### config.mk
export PLATFORM = sky130hd
export DESIGN_NAME = alu_exec_ctrl
export DESIGN_NICKNAME = d
export VERILOG_FILES = /design/src/rtl/alu_exec_ctrl_pkg.sv /design/src/rtl/alu_exec_ctrl_decode.sv /design/src/rtl/alu_exec_ctrl.sv
export SDC_FILE = /design/constraint.sdc
export NUM_CORES = 1
export LEC_CHECK = 0
export CAP_MARGIN = 20
export CORE_ASPECT_RATIO = 0.75
export CORE_MARGIN = 2
export CORE_UTILIZATION = 30
export CTS_BUF_LIST = sky130_fd_sc_hd__clkbuf_4 sky130_fd_sc_hd__clkbuf_8
export CTS_CLUSTER_SIZE = 16
export DETAILED_ROUTE_END_ITERATION = 10
export PLACE_DENSITY = 0.66
export SYNTH_ARGS = -nofsm -noshare
export SYNTH_HDL_FRONTEND = slang
export SYNTH_SLANG_ARGS = --single-unit
### constraint.sdc
create_clock -name clk -period 2.25 [get_ports clk]
set_input_delay 0.3375 -clock clk [delete_from_list [all_inputs] [get_ports clk]]
set_output_delay 0.3375 -clock clk [all_outputs]
set_load 0.1 [all_outputs]
### src/rtl/alu_exec_ctrl_pkg.sv
// Shared constants for the execute-stage controller: ALU op codes,
// RISC-V opcodes, branch kinds and the controller FSM encoding.
package alu_exec_ctrl_pkg;

  localparam logic [2:0] ALU_AND = 3'b000;
  localparam logic [2:0] ALU_OR  = 3'b001;
  localparam logic [2:0] ALU_ADD = 3'b010;
  localparam logic [2:0] ALU_SUB = 3'b011;
  localparam logic [2:0] ALU_SRL = 3'b100;
  localparam logic [2:0] ALU_NOP = 3'b111;

  localparam logic [6:0] OP_R      = 7'b0110011;
  localparam logic [6:0] OP_I      = 7'b0010011;
  localparam logic [6:0] OP_LOAD   = 7'b0000011;
  localparam logic [6:0] OP_STORE  = 7'b0100011;
  localparam logic [6:0] OP_BRANCH = 7'b1100011;

  typedef enum logic [1:0] {
    BR_NONE = 2'd0,
    BR_EQ   = 2'd1,
    BR_NE   = 2'd2
  } br_kind_t;

  typedef enum logic [1:0] {
    S_IDLE = 2'd0,
    S_EXEC = 2'd1,
    S_DONE = 2'd2
  } state_t;

endpackage

### src/rtl/alu_exec_ctrl_decode.sv
// Pure combinational instruction decode: opcode/funct3/funct7_5 to ALU
// control. Anything not explicitly recognised is flagged illegal.
module alu_exec_ctrl_decode
  import alu_exec_ctrl_pkg::*;
(
  input  logic [6:0] opcode,
  input  logic [2:0] funct3,
  input  logic       funct7_5,
  output logic [2:0] aluop,
  output logic       use_imm,
  output logic       is_shift,
  output br_kind_t   br_kind,
  output logic       illegal
);

  // Decode table; defaults describe the illegal case.
  always_comb begin
    aluop    = ALU_NOP;
    use_imm  = 1'b0;
    is_shift = 1'b0;
    br_kind  = BR_NONE;
    illegal  = 1'b1;
    case (opcode)
      OP_R, OP_I: begin
        use_imm = (opcode == OP_I);
        case (funct3)
          3'b000: begin
            // Only the register form distinguishes SUB via funct7_5.
            aluop   = (opcode == OP_R && funct7_5) ? ALU_SUB : ALU_ADD;
            illegal = 1'b0;
          end
          3'b111: begin
            aluop   = ALU_AND;
            illegal = 1'b0;
          end
          3'b110: begin
            aluop   = ALU_OR;
            illegal = 1'b0;
          end
          3'b101: begin
            // Arithmetic right shift is not supported by the ALU.
            if (!funct7_5) begin
              aluop    = ALU_SRL;
              is_shift = 1'b1;
              illegal  = 1'b0;
            end
          end
          default: ;
        endcase
      end
      OP_LOAD, OP_STORE: begin
        if (funct3 == 3'b010) begin
          aluop   = ALU_ADD;
          use_imm = 1'b1;
          illegal = 1'b0;
        end
      end
      OP_BRANCH: begin
        if (funct3 == 3'b000 || funct3 == 3'b001) begin
          aluop   = ALU_SUB;
          br_kind = (funct3 == 3'b000) ? BR_EQ : BR_NE;
          illegal = 1'b0;
        end
      end
      default: ;
    endcase
  end

endmodule

### src/rtl/alu_exec_ctrl.sv
// Multi-cycle execute-stage controller. Accepts one instruction slice,
// drives the external ALU for one cycle, captures its result and branch
// outcome, and holds them on the output handshake until consumed.
module alu_exec_ctrl
  import alu_exec_ctrl_pkg::*;
#(
  parameter int XLEN    = 32,
  parameter int SHAMT_W = 5
) (
  input  logic            clk,
  input  logic            reset,
  input  logic            in_valid,
  output logic            in_ready,
  input  logic [6:0]      opcode,
  input  logic [2:0]      funct3,
  input  logic            funct7_5,
  input  logic [XLEN-1:0] rs1_val,
  input  logic [XLEN-1:0] rs2_val,
  input  logic [XLEN-1:0] imm,
  output logic [XLEN-1:0] X,
  output logic [XLEN-1:0] Y,
  output logic [2:0]      ALUop,
  input  logic [XLEN-1:0] Resultado_ALU,
  input  logic            zero,
  output logic            out_valid,
  input  logic            out_ready,
  output logic [XLEN-1:0] result,
  output logic            branch_taken,
  output logic            illegal
);

  state_t          state_reg;
  br_kind_t        br_kind_reg;
  logic            ill_reg;

  logic [2:0]      dec_aluop;
  logic            dec_use_imm;
  logic            dec_is_shift;
  br_kind_t        dec_br_kind;
  logic            dec_illegal;

  logic [XLEN-1:0] op_b;
  logic [XLEN-1:0] x_next;
  logic [XLEN-1:0] y_next;

  alu_exec_ctrl_decode u_decode (
    .opcode   (opcode),
    .funct3   (funct3),
    .funct7_5 (funct7_5),
    .aluop    (dec_aluop),
    .use_imm  (dec_use_imm),
    .is_shift (dec_is_shift),
    .br_kind  (dec_br_kind),
    .illegal  (dec_illegal)
  );

  // Operand conditioning: the ALU shifts by all of Y, so shift amounts are
  // masked here; illegal encodings present zero operands.
  always_comb begin
    op_b   = dec_use_imm ? imm : rs2_val;
    x_next = dec_illegal ? '0 : rs1_val;
    if (dec_illegal)
      y_next = '0;
    else if (dec_is_shift)
      y_next = {{(XLEN-SHAMT_W){1'b0}}, op_b[SHAMT_W-1:0]};
    else
      y_next = op_b;
  end

  assign in_ready = (state_reg == S_IDLE);

  // Controller FSM with all outputs registered; reset drops any pending op.
  always_ff @(posedge clk) begin
    if (reset) begin
      state_reg    <= S_IDLE;
      br_kind_reg  <= BR_NONE;
      ill_reg      <= 1'b0;
      X            <= '0;
      Y            <= '0;
      ALUop        <= ALU_AND;
      result       <= '0;
      out_valid    <= 1'b0;
      branch_taken <= 1'b0;
      illegal      <= 1'b0;
    end else begin
      case (state_reg)
        S_IDLE: begin
          if (in_valid) begin
            X           <= x_next;
            Y           <= y_next;
            ALUop       <= dec_aluop;
            br_kind_reg <= dec_br_kind;
            ill_reg     <= dec_illegal;
            state_reg   <= S_EXEC;
          end
        end
        S_EXEC: begin
          result       <= ill_reg ? '0 : Resultado_ALU;
          branch_taken <= (br_kind_reg == BR_EQ &&  zero) ||
                          (br_kind_reg == BR_NE && !zero);
          illegal      <= ill_reg;
          out_valid    <= 1'b1;
          state_reg    <= S_DONE;
        end
        S_DONE: begin
          if (out_ready) begin
            out_valid <= 1'b0;
            state_reg <= S_IDLE;
          end
        end
        default: state_reg <= S_IDLE;
      endcase
    end
  end

endmodule

# --- Yosys cells after proc, flatten, opt, wreduce, memory -nomap -nowiden ---
# Index checks and enable logic that the tools add are counted.
# W data, S select, Z words.
op_classes:
  eq_ne: 16
  mux: 29
  n_reduce_logical: 15
ops:
  columns: ["op", "count"]
  rows:
  - ["$mux W32", 5]
  - ["$eq A7 B6 Y1 const B", 2]
  - ["$mux W2", 6]
  - ["$pmux W3 S4", 1]
  - ["$eq A3 B3 Y1 const B", 3]
  - ["$mux W1", 9]
  - ["$pmux W3 S3", 1]
  - ["$eq A7 B2 Y1 const B", 1]
  - ["$eq A7 B5 Y1 const B", 1]
  - ["$eq A7 B7 Y1 const B", 1]
  - ["$mux W3", 2]
  - ["$pmux W1 S2", 3]
  - ["$pmux W2 S3", 1]
  - ["$reduce_and A2 Y1", 3]
  - ["$eq A2 B1 Y1 const B", 2]
  - ["$eq A2 B2 Y1 const B", 2]
  - ["$ne A2 B2 Y1 const B", 2]
  - ["$reduce_or A2 Y1", 2]
  - ["$eq A3 B1 Y1 const B", 1]
  - ["$eq A3 B2 Y1 const B", 1]
  - ["$logic_and A1 B1 Y1", 3]
  - ["$logic_not A3 Y1", 1]
  - ["$pmux W1 S3", 1]
  - ["$reduce_or A3 Y1", 1]
  - ["4 further kinds", 5]
totals:
  ff_bits: 107
  word_cells: 70

# --- Depth between registers and ports, before layout ---
# Gate-level depths: netlist (run 1).
depth:
  ltp_word: 6
  depth_mapped: 6
  mapped_depth_nobuf: 4

# --- Modules after synthesis ---
# From an unflattened synthesis (run 1), not the netlist that was laid out.
hier_totals:
  cells_unflattened: 482
  area_unflattened_um2: 4518.1
by_module_without_submodules:
  columns: ["mod", "n_inst", "cells_per_inst", "area_per_inst_um2", "seq_area_each_um2"]
  rows:
  - ["alu_exec_ctrl", 1, 446, 4280.4, 2142.1]
  - ["alu_exec_ctrl_decode", 1, 36, 237.7, 0.0]

# --- Worst setup path before layout (run 1) ---
# Ideal clock, no wire load.
synth_path:
  path_kind: "flip-flop to output port"
  from: "register state_reg[0]"
  to: "output port in_ready"
  t_arrival_ps: 1597
  t_required_ps: 1913
  slack_ps: 316
  stages_incl_launch_ff: 2
  path_buffers: 0
  cell_sequence: "dfxtp_1 > nor2_1"
synth_via:
  elab_chain_cells: 1
synth_rtl:
  columns: ["item", "line_no", "text"]
  rows:
  - ["start: declaration", "alu_exec_ctrl.sv:32", "state_t state_reg;"]
  - ["start signal: assignment", "alu_exec_ctrl.sv:75", "state_reg <= S_IDLE;"]
  - ["start signal: assignment", "alu_exec_ctrl.sv:94", "state_reg <= S_EXEC;"]
  - ["start signal: assignment", "alu_exec_ctrl.sv:103", "state_reg <= S_DONE;"]
  - ["$logic_not A2 Y1", "alu_exec_ctrl.sv:70", "assign in_ready = (state_reg == S_IDLE);"]
  - ["end: declaration", "alu_exec_ctrl.sv:13", "output logic in_ready,"]
# No other way between the ends.

# --- Worst setup path after layout (run 1) ---
layout_path:
  from: "input port opcode[4]"
  to: "register Y[9]"
layout_via:
  elab_chain_cells: 6
layout_rtl:
  columns: ["item", "line_no", "text"]
  rows:
  - ["start: declaration", "alu_exec_ctrl.sv:14", "input logic [6:0] opcode,"]
  - ["$eq A7 B2 Y1, or another cell as far along", "alu_exec_ctrl_decode.sv:23", "case (opcode)"]
  - ["$reduce_or A2 Y1", "alu_exec_ctrl_decode.sv:23", null]
  - ["$pmux W1 S2", "alu_exec_ctrl_decode.sv:23", null]
  - ["$mux W32", "alu_exec_ctrl.sv:60", "op_b = dec_use_imm ? imm : rs2_val;"]
  - ["$mux W32", "alu_exec_ctrl.sv:64", "else if (dec_is_shift)"]
  - ["$mux W32 *", "alu_exec_ctrl.sv:62", "if (dec_illegal)"]
  - ["end signal: assignment", "alu_exec_ctrl.sv:90", "Y <= y_next;"]
  - ["end: declaration", "alu_exec_ctrl.sv:21", "output logic [XLEN-1:0] Y,"]
# Mark *: on every way between the ends. The rest lies on a longest branch, timed or not.
# A chain may end at the register's enable or synchronous reset.

==> impl_metrics.json, run 1 <==
{
  "place.gp.congestion": 0.840,
  "whs_ns": 0.455,
  "dp_hpwl_mm": 9.31,
  "cts_buffers": 9,
  "cts_tree": "built",
  "fin_crit_ns": 1.98,
  "postCtsResizedCells": 0,
  "worstPathRequired_ns": 2.52,
  "tns_ns": 0,
  "synthArstFlopShare_pct": 0,
  "rsz0062_at_grt": "false",
  "worstSkewPairLatency_ns": 0.38,
  "antenna_found_initial": 0,
  "critPathLaunch": "opcode[4]",
  "peakVddDrop_uv": 336,
  "reg2regPathDepth": 5,
  "cts_setup_buffers": 0,
  "nets": 873,
  "arrival_ns": 2.25,
  "reg_top3": "X x32, Y x32, result x32",
  "hold_violations": 0,
  "hold_class": "reg -> reg",
  "first_global_vias": 3961,
  "synth_cell_types": 38,
  "start_kind": "input pin",
  "die_h_um": 108,
  "dieArea_sq_um": 15500,
  "clk_path_buf_depth": 2,
  "synthFlopType": "dfxtp_1",
  "fmax_mhz": 504,
  "cap_violations": 0,
  "drt_wl_total_mm": 12.4,
  "crit_end": "Y[9]$_SDFFE_PP0P_",
  "status": "finished clean",
  "clock-root-buffer": "clkbuf_8",
  "yosysWarnings": 0,
  "firstDrtPassIters": 4,
  "path_class": "in -> reg",
  "synth_cells": 488,
  "die_w_um": 143,
  "grt_pass1_wl_mm": 19.4,
  "syn-num-nets": 632,
  "r2r-end": "X[23]$_SDFFE_PP0P_",
  "area_delta_synth_final_pct": 61.7,
  "place_ws_ns": -0.124,
  "synth_area_per_cell_sq_um": 8.91,
  "p_leak_nw": 2.87,
  "h-tree-depth": 3,
  "final_max_slew_viol_count": 0,
  "crit_fanout": 32,
  "core_area_sq_um": 14300,
  "rows": 38,
  "ys_seq_elements": 107,
  "drc": 0,
  "grt.overflow.total": 0,
  "synthesis.area_sq_um": 4350,
  "start_util_pct": 30.4,
  "r2r_slack_ns": 0.39,
  "drive_gt1_share_pct": 23.6,
  "grt_usage_pct": 15.6,
  "cts_sinks": 107,
  "io_pins": 247,
  "setup_viol": 0,
  "worst_setup_path_end_kind": "register",
  "drt_iter0_markers": 196,
  "hold_buffers": 0,
  "vias_per_cell": 4.41,
  "fin_skew_ns": 0.0102,
  "timing.final.ws_setup_ns": 0.266,
  "maxSlewHeadroom_pct": 66.2,
  "io_buffers": 246,
  "wl_per_cell_um": 13.2,
  "worst_pin_slew_ns": 0.506,
  "num_vias": 4123,
  "rr_startpoint": "state_reg[0]$_SDFFE_PP0P_",
  "grt_max_degree": 69,
  "antenna_left": 0,
  "powerDensity_nw_per_um2": 557,
  "path_clk_slew_ns": 0.11,
  "post-route-period-util_pct": 88.2,
  "ys_seq_area_share_pct": 49.3,
  "layout.cells.non_filler": 935,
  "dp.cells": 918,
  "synth-edff-count": 0,
  "fin_util_pct": 49.1
}
-- through the flow --
step	power [mW]	cell area [sq um]
global placement	2.83	6840
detailed placement	2.84	6840
global route	4.12	7030
CTS	3.99	7030
floorplan	2.46	4350
finish	3.92	7030
-- layout make-up --
class | count | area, sq um
sequential | 107 | 2140
clock inverter | 6 | 46.3
inverter | 37 | 139
tap | 200 | 250
antenna | 1 | 2.50
fill | 1325 | 7280
timing repair buffer | 261 | 2380
multi-input combinational | 313 | 1930
clock buffer | 10 | 138
-- synthesized netlist by cell type, types with 2 or more instances --
library cell / number / area [sq um]
a211oi_1: 3 / 22.5
a21oi_1: 35 / 175
a31oi_1: 2 / 12.5
a32oi_1: 2 / 17.5
buf_1: 2 / 7.51
buf_8: 3 / 45.0
clkbuf_1: 24 / 90.1
dfxtp_1: 107 / 2140
inv_1: 37 / 139
mux2i_1: 33 / 330
nand2_1: 68 / 255
nand2b_1: 2 / 12.5
nor2_1: 44 / 165
nor2b_1: 2 / 12.5
nor3b_1: 33 / 248
o21a_1: 2 / 15.0
o21ai_0: 3 / 15.0
o21ai_1: 36 / 180
o21ai_2: 30 / 263
or3b_1: 2 / 17.5
-- where the power goes --
| group | total (mW) | leakage, nW | switching (mW) | internal, mW |
|---|---|---|---|---|
| registers | 1.96 | 0.866 | 0.0228 | 1.93 |
| clock network | 1.12 | 0.0897 | 0.680 | 0.443 |
| logic | 0.838 | 1.91 | 0.487 | 0.351 |
-- worst min-delay path by stage --
stage | from | endpoint | depth (start not counted)
after global placement | X[5]$_SDFFE_PP0P_ | X[5]$_SDFFE_PP0P_ | 2
after detailed placement | X[14]$_SDFFE_PP0P_ | X[14]$_SDFFE_PP0P_ | 2
after floorplan | rs1_val[0] | X[0]$_SDFFE_PP0P_ | 2
final | X[14]$_SDFFE_PP0P_ | X[14]$_SDFFE_PP0P_ | 2
after global routing | rs1_val[5] | X[5]$_SDFFE_PP0P_ | 3
after CTS | rs1_val[16] | X[16]$_SDFFE_PP0P_ | 3
-- per-layer routing --
metal | global-route usage (%) | part of all wire [%] | routed length (um) | up-vias
met5 | 0 | 0 | 0 | -
met4 | 6.72 | 2.4 | 297 | 0
met3 | 4.65 | 6.2 | 770 | 20
met2 | 25.3 | 48 | 5880 | 132
met1 | 19.4 | 44 | 5430 | 1854
li1 | - | - | - | 2117
-- worst max-delay path, stage by stage --
cell and delay (ns):
clkdlybuf4s50_1 0.43, or4b_4 0.56, a211oi_4 0.25, buf_12 0.27, mux2i_1 0.30, o21ai_2 0.07
-- cell families after synthesis --
logic type	share of synthesized area (%)
and+or+nand+nor	18.2
buffers and inverters	6.76
muxes	7.60
DFF	49.3
AOI/OAI and AO/OA	18.2
-- placed cells by master (no fill, tap or decap), types with 3 or more instances in the layout --
| cell | count |
|---|---|
| a211oi_1 | 3 |
| a21oi_1 | 35 |
| buf_12 | 5 |
| buf_4 | 113 |
| clkbuf_8 | 10 |
| clkdlybuf4s50_1 | 143 |
| dfxtp_1 | 107 |
| inv_1 | 37 |
| inv_6 | 3 |
| mux2i_1 | 33 |
| nand2_1 | 68 |
| nor2_1 | 43 |
| nor3b_1 | 33 |
| o21ai_0 | 3 |
| o21ai_1 | 36 |
| o21ai_2 | 30 |
No activity file was read; power rests on OpenSTA's default activity.
==> inputs of run 2 (changes only) <==
MAX_ROUTING_LAYER = met4   (was unset)
PLACE_DENSITY = unset   (was 0.66)
PLACE_DENSITY_LB_ADDON = 0.12   (was unset)
==> impl_metrics.json, run 2 (synthesized netlist as in run 1, its figures left out) <==
{
  "status": "finished clean",
  "reg_top3": "X x32, Y x32, result x32",
  "die_h_um": 108,
  "fin_util_pct": 49.3,
  "dp_hpwl_mm": 9.56,
  "vias_per_cell": 4.46,
  "antenna_found_initial": 0,
  "final_common_cell": "clkdlybuf4s50_1",
  "crit_fanout": 32,
  "peakVddDrop_uv": 282,
  "start_kind": "input pin",
  "p_int_mw": 2.83,
  "p_leak_nw": 2.88,
  "drive_gt1_share_pct": 23.9,
  "num_vias": 4182,
  "clock_power_share_pct": 30.2,
  "rows": 38,
  "drt_iter0_markers": 130,
  "grt_pass1_wl_mm": 19.6,
  "comb_power_share_pct": 21.0,
  "whs_ns": 0.450,
  "cts_sinks": 107,
  "path_class": "in -> reg",
  "grt.overflow.total": 0,
  "hold_class": "reg -> reg",
  "worstPathRequired_ns": 2.52,
  "area_delta_synth_final_pct": 62.3,
  "n_antenna_cell": 0,
  "clock-root-buffer": "clkbuf_8",
  "final_cell_area_sq_um": 7050,
  "grt_usage_pct": 16.4,
  "antenna_left": 0,
  "fin_crit_ns": 1.97,
  "hold_violations": 0,
  "first_global_vias": 4075,
  "drt_wl_total_mm": 12.8,
  "cts_setup_buffers": 0,
  "die_w_um": 143,
  "fin_skew_ns": 0.0107,
  "place_area_sq_um": 6850,
  "rsz0062_at_grt": "false",
  "worst_pin_slew_ns": 0.907,
  "nFillCells": 1382,
  "io_buffers": 246,
  "worstSkewPairLatency_ns": 0.37,
  "setup_viol": 0,
  "final_max_slew_viol_count": 0,
  "cts_tree": "built",
  "dieArea_sq_um": 15500,
  "start_util_pct": 30.4,
  "clk_path_buf_depth": 2,
  "grt_max_degree": 51,
  "crit_path_max_incr_delay_ns": 0.56,
  "finalPower_mw": 4.01,
  "cp_slowest_cell": "or4b_4",
  "io_pins": 247,
  "drc": 0,
  "core_area_sq_um": 14300,
  "cp_top_family": "buffers and inverters",
  "fmax_mhz": 507,
  "swShare_pct": 29.3,
  "cap_violations": 0,
  "path_clk_slew_ns": 0.10,
  "arrival_ns": 2.24,
  "maxSlewHeadroom_pct": 39.4,
  "post-route-period-util_pct": 87.6,
  "wl_per_cell_um": 13.6,
  "layout_common_cells": "clkdlybuf4s50_1 (143), buf_4 (117), dfxtp_1 (107), nand2_1 (68), nor2_1 (43)",
  "h-tree-depth": 3,
  "netSwitchingPower_mw": 1.17,
  "nets": 876,
  "cp_num_buf_inv": 2,
  "postCtsResizedCells": 0,
  "powerDensity_nw_per_um2": 568,
  "r2r_slack_ns": 0.33,
  "place.gp.congestion": 0.819,
  "cts_buffers": 9,
  "hold_buffers": 0,
  "p_seq_share_pct": 48.8,
  "path_cells": "clkdlybuf4s50_1 > or4b_4 > a211oi_4 > buf_12 > mux2i_1 > o21ai_2",
  "firstDrtPassIters": 4,
  "worst_setup_path_end_kind": "register"
}
-- run 2: worst reg2reg max path: cells and delay by family, from the launching register on --
kind / cells / cell delay (ns)
flip-flops: 1 / 0.45
buffers and inverters: 2 / 0.51
AND/OR/NAND/NOR: 3 / 0.84
AO/OA/AOI/OAI: 1 / 0.07
-- run 2: worst paths after layout --
kind,start,endpoint,cells after the start
setup reg to reg,state_reg[0]$_SDFFE_PP0P_,X[18]$_SDFFE_PP0P_,6
hold / removal,X[8]$_SDFFE_PP0P_,X[8]$_SDFFE_PP0P_,2
setup / recovery,opcode[4],Y[7]$_SDFFE_PP0P_,6
hold reg to reg,X[8]$_SDFFE_PP0P_,X[8]$_SDFFE_PP0P_,2
-- run 2: stage by stage --
stage	instances	TNS [ns]	setup slack [ns]
after floorplan	488	0	0.316
after global placement	921	-2.99	-0.0880
after detailed placement	921	-4.04	-0.122
after CTS	937	0	0.286
after global routing	937	0	0.143
final	937	0	0.278
-- run 2: area by class of cell --
type / instances / area [sq um] / area share (%)
Sequential cell: 107 / 2140 / 30.4
Clock inverter: 5 / 62.6 / 0.887
Tap cell: 200 / 250 / 3.55
Clock buffer: 11 / 139 / 1.97
Inverter: 37 / 139 / 1.97
Multi-Input combinational cell: 313 / 1930 / 27.4
Timing Repair Buffer: 264 / 2390 / 33.9
-- run 2: routing by layer --
metal	vias to the layer above	share of wire, %	track usage, %
met1	1917	45	19.6
met5	-	0	-
met2	135	48	27.7
met4	0	1.4	4.24
li1	2117	-	-
met3	13	6.0	4.07
-- run 2: power groups by stage --
| stage | clock network (mW) | logic, mW | registers, mW |
|---|---|---|---|
| 6_report | 1.21 | 0.840 | 1.96 |
| 5_1_grt | 1.35 | 0.890 | 1.96 |
| 4_1_cts | 1.28 | 0.847 | 1.96 |
| 3_5_place_dp | 0 | 0.843 | 2.00 |
| 3_3_place_gp | 0 | 0.836 | 2.00 |
| 2_1_floorplan | 0 | 0.206 | 2.25 |
==> inputs of run 3 (changes only) <==
CAP_MARGIN = 10   (was 20)
==> results of run 3 <==
No change in the layout: final DEF, timing and power equal those of run 2.
